--- src/rtl/stress_decay.sv ---
// Stress accumulator: absolute loads, handshake-driven calming requests and
// periodic tick-based decay, all saturating at zero.
module stress_decay #(
  parameter int DECAY_PERIOD = 100,
  parameter int DECAY_STEP   = 1
) (
  input  logic       clk,
  input  logic       rst_n,
  input  logic       load_valid,
  input  logic [7:0] load_value,
  input  logic       sub_valid,
  input  logic [7:0] sub_value,
  output logic       sub_ready,
  output logic       sub_done,
  input  logic       tick,
  output logic [7:0] stress,
  output logic       calm,
  output logic       underflow
);

  typedef enum logic [0:0] {
    IDLE  = 1'b0,
    APPLY = 1'b1
  } state_t;

  localparam logic [7:0] PERIOD_LAST = 8'(DECAY_PERIOD - 1);
  localparam logic [9:0] STEP_W      = 10'(DECAY_STEP);

  // Returns {negative, clamped_result}; 10-bit difference so hold + step cannot wrap.
  function automatic logic [8:0] sat_sub(input logic [7:0] minuend, input logic [9:0] subtrahend);
    logic [9:0] diff;
    diff = {2'b00, minuend} - subtrahend;
    if (diff[9]) begin
      return {1'b1, 8'h00};
    end else begin
      return {1'b0, diff[7:0]};
    end
  endfunction

  state_t     state_r, state_nxt_s;
  logic [7:0] stress_r, stress_nxt_s;
  logic [7:0] hold_r, hold_nxt_s;
  logic [7:0] tick_cnt_r;
  logic       sub_done_r, sub_done_nxt_s;
  logic       underflow_r, underflow_nxt_s;
  logic       decay_evt_s;
  logic [9:0] sub_amt_s;
  logic [8:0] sat_s;

  assign decay_evt_s = tick && (tick_cnt_r == PERIOD_LAST);
  assign sub_amt_s   = ((state_r == APPLY) ? {2'b00, hold_r} : 10'd0)
                     + (decay_evt_s ? STEP_W : 10'd0);
  assign sat_s       = sat_sub(stress_r, sub_amt_s);

  // Tick prescaler counter; a load restarts the decay period.
  always_ff @(posedge clk or negedge rst_n) begin
    if (!rst_n) begin
      tick_cnt_r <= 8'd0;
    end else if (load_valid) begin
      tick_cnt_r <= 8'd0;
    end else if (tick) begin
      tick_cnt_r <= (tick_cnt_r == PERIOD_LAST) ? 8'd0 : tick_cnt_r + 8'd1;
    end
  end

  // Next-state, stress update and pulse generation.
  always_comb begin
    state_nxt_s     = state_r;
    stress_nxt_s    = stress_r;
    hold_nxt_s      = hold_r;
    sub_done_nxt_s  = 1'b0;
    underflow_nxt_s = 1'b0;
    case (state_r)
      IDLE: begin
        if (load_valid) begin
          stress_nxt_s = load_value;
        end else begin
          if (sub_valid) begin
            hold_nxt_s  = sub_value;
            state_nxt_s = APPLY;
          end else begin
            state_nxt_s = IDLE;
          end
          if (decay_evt_s) begin
            stress_nxt_s    = sat_s[7:0];
            underflow_nxt_s = sat_s[8];
          end else begin
            stress_nxt_s = stress_r;
          end
        end
      end
      APPLY: begin
        state_nxt_s = IDLE;
        if (load_valid) begin
          stress_nxt_s = load_value;
        end else begin
          stress_nxt_s    = sat_s[7:0];
          underflow_nxt_s = sat_s[8];
          sub_done_nxt_s  = 1'b1;
        end
      end
      default: begin
        state_nxt_s = IDLE;
      end
    endcase
  end

  // State and output registers.
  always_ff @(posedge clk or negedge rst_n) begin
    if (!rst_n) begin
      state_r     <= IDLE;
      stress_r    <= 8'd0;
      hold_r      <= 8'd0;
      sub_done_r  <= 1'b0;
      underflow_r <= 1'b0;
    end else begin
      state_r     <= state_nxt_s;
      stress_r    <= stress_nxt_s;
      hold_r      <= hold_nxt_s;
      sub_done_r  <= sub_done_nxt_s;
      underflow_r <= underflow_nxt_s;
    end
  end

  assign stress    = stress_r;
  assign calm      = (stress_r == 8'd0);
  assign sub_ready = (state_r == IDLE);
  assign sub_done  = sub_done_r;
  assign underflow = underflow_r;

endmodule

--- config.mk ---
export PLATFORM = sky130hd
export DESIGN_NAME = stress_decay
export DESIGN_NICKNAME = d
export VERILOG_FILES = /design/src/rtl/stress_decay.sv
export SDC_FILE = /design/constraint.sdc
export NUM_CORES = 1
export LEC_CHECK = 0
export CORE_MARGIN = 4
export CORE_UTILIZATION = 47
export CTS_BUF_LIST = sky130_fd_sc_hd__clkbuf_16
export DETAILED_ROUTE_END_ITERATION = 7
export GPL_TIMING_DRIVEN = 0
export PLACE_DENSITY = 0.76
export SYNTH_ARGS = -nofsm -noshare
export SYNTH_HDL_FRONTEND = slang
export SYNTH_SLANG_ARGS = --single-unit
--- constraint.sdc ---
create_clock -name clk -period 4.1 [get_ports clk]
set_input_delay 1.23 -clock clk [delete_from_list [all_inputs] [get_ports clk]]
set_output_delay 1.23 -clock clk [all_outputs]
set_load 0.01 [all_outputs]
; ---- After elaboration in Yosys (flattened, before gate mapping)
; Cells that the tools add are included.
[classes]
add_sub_neg = 3
eq_ne = 2
n_mux = 19
bitwise = 2
reduce_logical = 4
[ops]
columns = operator, count
row1 = two-way mux 8 bit, 7
row2 = one-hot mux 8 bit (2 select lines), 1
row3 = subtractor 8 x 9 -> 10 bit, 1
row4 = adder 8 x 1 -> 9 bit, 1
row5 = two-way mux 9 bit, 1
row6 = "adder 8 x 1 -> 8 bit, second input constant", 1
row7 = "== test 8 x 7 -> 1 bit, second input constant", 1
row8 = zero test 8 bit, 1
row9 = two-way mux 1 bit, 8
row10 = one-hot mux 1 bit (2 select lines), 2
row11 = "!= test 3 x 2 -> 1 bit, second input constant", 1
row12 = AND reduction 3 bit, 1
row13 = inverter 1 bit, 2
row14 = nonzero test 2 bit, 1
row15 = logical AND 1 bit, 1
[totals]
regBits = 27
wordCells = 36

; ---- Logic depth before layout (Yosys ltp)
[depth]
depth_word = 9
depth_mapped = 13

; ---- Worst setup path before layout
; No wires, ideal clock.
[synth_path]
path_kind = in2reg
startpoint = input port tick
endpoint = register stress_r[0] (netlist: stress[0])
setup_ns = 0.137
arrival_ns = 4.285
path_slack_ns = -0.323
path_stages = 13
path_cell_list = clkdlybuf4s15_1 > inv_1 > or4_4 > buf_6 > xor2_1 > ha_1 > a21o_2 > ha_1 > or3b_2 > a221oi_2 > o22ai_2 > a221oi_1 > a21oi_1
[synth_via]
elab_chain_len = 8
word_cells_on_any_way = 10
classes_between = 2 x add/sub / 1 x eq/ne / 6 x mux / 1 x reduce/logical
[synth_lines]
columns = item, line
row1 = from (decl), 15  ; input logic tick,
row2 = logical AND 1 bit *, 50  ; assign decay_evt_s = tick && (tick_cnt_r == PERIOD_LAST);
row3 = two-way mux 1 bit, 52  ; + (decay_evt_s ? STEP_W : 10'd0);
row4 = adder 8 x 1 -> 9 bit, 52
row5 = subtractor 8 x 9 -> 10 bit, 32  ; diff = {2'b00, minuend} - subtrahend;
row6 = two-way mux 9 bit, 33  ; if (diff[9]) begin
row7 = two-way mux 8 bit, 84  ; if (decay_evt_s) begin
row8 = two-way mux 8 bit, 75  ; if (load_valid) begin
row9 = one-hot mux 8 bit (2 select lines), 73  ; case (state_r)
row10 = to (signal assigned), 118  ; stress_r <= stress_nxt_s;
row11 = to (decl), 41  ; logic [7:0] stress_r, stress_nxt_s;
; Mark *: on every way between the ends. The rest lies on a longest branch, timed or not. The select of a mux whose other input is x is not followed.
; A chain may end at the register's enable or synchronous reset.

; ---- Worst setup path in the final report
[layout_path]
startpoint = input port tick
endpoint = register stress_r[6] (netlist: stress[6])
; Same word-level chain as after synthesis.

==> summary.txt <==
Status
  • Outcome: finished clean

Worst setup path
  • Slowest cell on crit path: or4_4
  • Crit Path Class: in -> reg
  • Slowest stage delay, CP: 0.51 ns
  • CP Data Arrival Time: 4.15 ns
  • Most Frequent Cell on Critical Path: xor2_1
  • Buf/Inv on CP: 4
  • Worst setup SP type: primary input
  • Worst-path cell chain: clkbuf_4 -> inv_1 -> or4_4 -> buf_6 -> xor2_1 -> ha_1 -> a21o_2 -> ha_2 -> or3b_4 -> a221oi_4 -> buf_4 -> o21bai_1 -> xor2_1 -> a31o_1
  • CP max FO: 6
  • Critical Path RT: approximately 4.3 ns
  • Cell family with the largest share of critical-path delay: simple AND/OR/NAND/NOR gates
  • Worst Setup End Kind: flop

Routing
  • Via density: between 5 and 6
  • DR WL/cell: 13.7 µm
  • Routed WL: 3.70 mm
  • DRT antenna net count: 0
  • First-pass DRT Iterations: 4
  • First DRT Iteration DRCs: 54
  • Via count: 1449
  • DRC: 0

Clocking
  • Worst skew pair latency: between 0.2 and 0.3 ns
  • CTS tree: yes
  • Clock Pin Slew Worst Setup and Hold Paths: 0.07 ns
  • Root Buffer: clkbuf_16
  • H-tree levels: 1
  • CTS Buffer Depth: 2
  • Num Clock Sinks: 27
  • TritonCTS Buffers: 3

Die
  • Io pins: 33
  • Area of the die: 4880 µm²
  • Die Span Y: 69.9 µm
  • Die W: 69.9 µm
  • Core area: around 3700 µm²
  • Initial Util: 48.7%
  • FP Rows: 22

Power
  • VDD IR-drop max: 0.185 mV
  • Pwr dens: 359 nW/µm²
  • Leak: 1.03 nW

Place
  • Port Buf Inserts: 31
  • Final HPWL DP: around 2.8 mm
  • Placed inst area: 2200 µm²
  • Placer Congestion: 0.812

Timing
  • Relative slew margins: 61.8%
  • Max Slew Vio Count: 0
  • Final min period: ~4 ns
  • Final Cycle Share: ~97%
  • Final setup viols: 0
  • Setup repair after global routing missed its margin: no
  • Final Hold Vio Count: 0
  • Tightest Pin Transition: 0.572 ns
  • Setup TNS: 0 ns
  • Max Clk Rate: 250 MHz
  • Clk_skew: ~0.0025 ns

Logic synthesis
  • Post-synthesis sequential area ratio: 37.6%
  • Synth Area in Compound Gates: between 10% and 20%
  • Synth top area share: 37.6%
  • Top_reg_cell synth: dfrtp_1
  • Post-synth design cell area: 1800 µm²
  • Most used standard cell by instance count after synthesis: dfrtp_1
  • Unique masters post-synth: 53
  • Post-synth ARST share: between 90% and 100%
  • Post-Syn Instances: 186
  • Post-synthesis adder-cell area fraction: roughly 11%
  • Multiplexer share of the synthesized area: 5.57%
  • Register bit total from synthesis: 27
  • Synth Area in Simple Gates: 19.5%
  • Syn. warnings: 0
  • Post-synth EDFFs: 0
  • Main combinational cell family by area after synthesis: simple AND/OR/NAND/NOR gates
  • Synth Area in XOR/XNOR: 4.38%
  • Syn Nets: around 220
  • Post-synth top area cell: dfrtp_1
  • Syn_area_per_cell: 9.67 µm²
  • Commonest cells post-synth: dfrtp_1, inv_1, ha_1
  • Synth area leaders: dfrtp_1, ha_1, inv_1

Global route
  • Number of global-route vias before repair: ~1.3k
  • Pin count of the biggest net entering global routing: 28
  • GR Util All Layers: 15.4%
  • Gr ovfl total: 0
  • Global-route wire length before repair: 6.22 mm
  • Initial antenna violation count: 0

Hold path
  • Worst Hold Class: reg -> reg

Cells and area
  • Area growth, synth to finish: 29.0%
  • Layout Nets: between 200 and 300
  • Layout cell share with drive strength beyond 1: between 10% and 20%
  • Ant. Diodes: 0
  • Final instance area: between 2000 and 2500 µm²

Flow run
  • Max cap viols: 0
## kinds of logic after synthesis
family / Yosys count
flip-flops: 27
AND/OR/NAND/NOR: 59
adder cells (fa/ha/maj): 16
multiplexers: 9
XOR/XNOR: 9
buffers and inverters: 32
AO/OA/AOI/OAI: 34
## worst paths after layout
path / slack [ns] / end / cells past startpoint / from
max in group asynchronous: 2.29 / hold_r[5]$_DFFE_PN0P_ / 2 / rst_n
max reg2reg: 0.18 / stress[6]$_DFFE_PN0P_ / 14 / tick_cnt_r[0]$_DFFE_PN0P_
min reg2reg: 0.50 / hold_r[6]$_DFFE_PN0P_ / 1 / hold_r[6]$_DFFE_PN0P_
min: 0.50 / hold_r[6]$_DFFE_PN0P_ / 1 / hold_r[6]$_DFFE_PN0P_
max: 0.11 / stress[6]$_DFFE_PN0P_ / 14 / tick
min in group asynchronous: 1.33 / stress[0]$_DFFE_PN0P_ / 1 / rst_n
## routing by layer
metal	share of wire, %	track usage (%)	up-vias
li1	-	-	728
met1	49	22.1	682
met4	0.57	4.47	0
met3	4.3	2.16	2
met2	46	24.1	37
met5	0	0	-
## placed cells by master, fill, tap and decap left out, drive strengths merged, types with 6 or more instances in the layout
cell type	netlist	layout
dfrtp	27	27
and2	6	6
clkdlybuf4s50	0	31
mux2	8	8
nor2	11	11
a21oi	7	7
clkbuf	3	7
nand2	12	12
ha	16	16
inv	25	25
## report_power, final
part / total [mW] / internal [mW] / leakage, nW / switching, mW
Clock: 0.227 / 0.133 / 0.0371 / 0.0947
Combinational: 0.287 / 0.147 / 0.650 / 0.140
Sequential: 0.318 / 0.296 / 0.339 / 0.0225
Total: 0.833 / 0.575 / 1.03 / 0.257
## layout make-up
type | count | area (µm²)
clock buffer | 3 | 75.1
timing repair buffer | 33 | 345
fill | 335 | 1370
multi-input combinational | 127 | 1020
tap | 48 | 60.1
clock inverter | 1 | 7.51
inverter | 25 | 93.8
sequential | 27 | 676
buffer | 7 | 38.8
## repair_timing
action                                  in CTS  in global routing
hold buffers                                 0                  0
setup buffers                                0                  1
gates resized for setup                      0                  2
endpoints found under the setup margin       0                  2
## registers in the layout (all words and copies together), names as in the netlist
signal / count
underflow: 1
tick_cnt_r: 8
stress: 8
state_r: 1
sub_done: 1
hold_r: 8
## stage by stage
stage / setup WS (ns) / utilization, % / std cells / power (mW) / hold WS [ns]
2_1_floorplan: 0.00284 / - / 186 / 0.511 / 0.472
5_1_grt: 0.0145 / 62.9 / 271 / 0.880 / 0.531
6_report: 0.107 / 62.9 / 271 / 0.833 / 0.500
3_3_place_gp: -0.168 / 59.6 / 265 / 0.594 / 0.482
4_1_cts: 0.0713 / 61.8 / 269 / 0.833 / 0.504
3_5_place_dp: -0.205 / 59.6 / 265 / 0.600 / 0.489
Note: power is estimated with default switching activity, not from simulation.
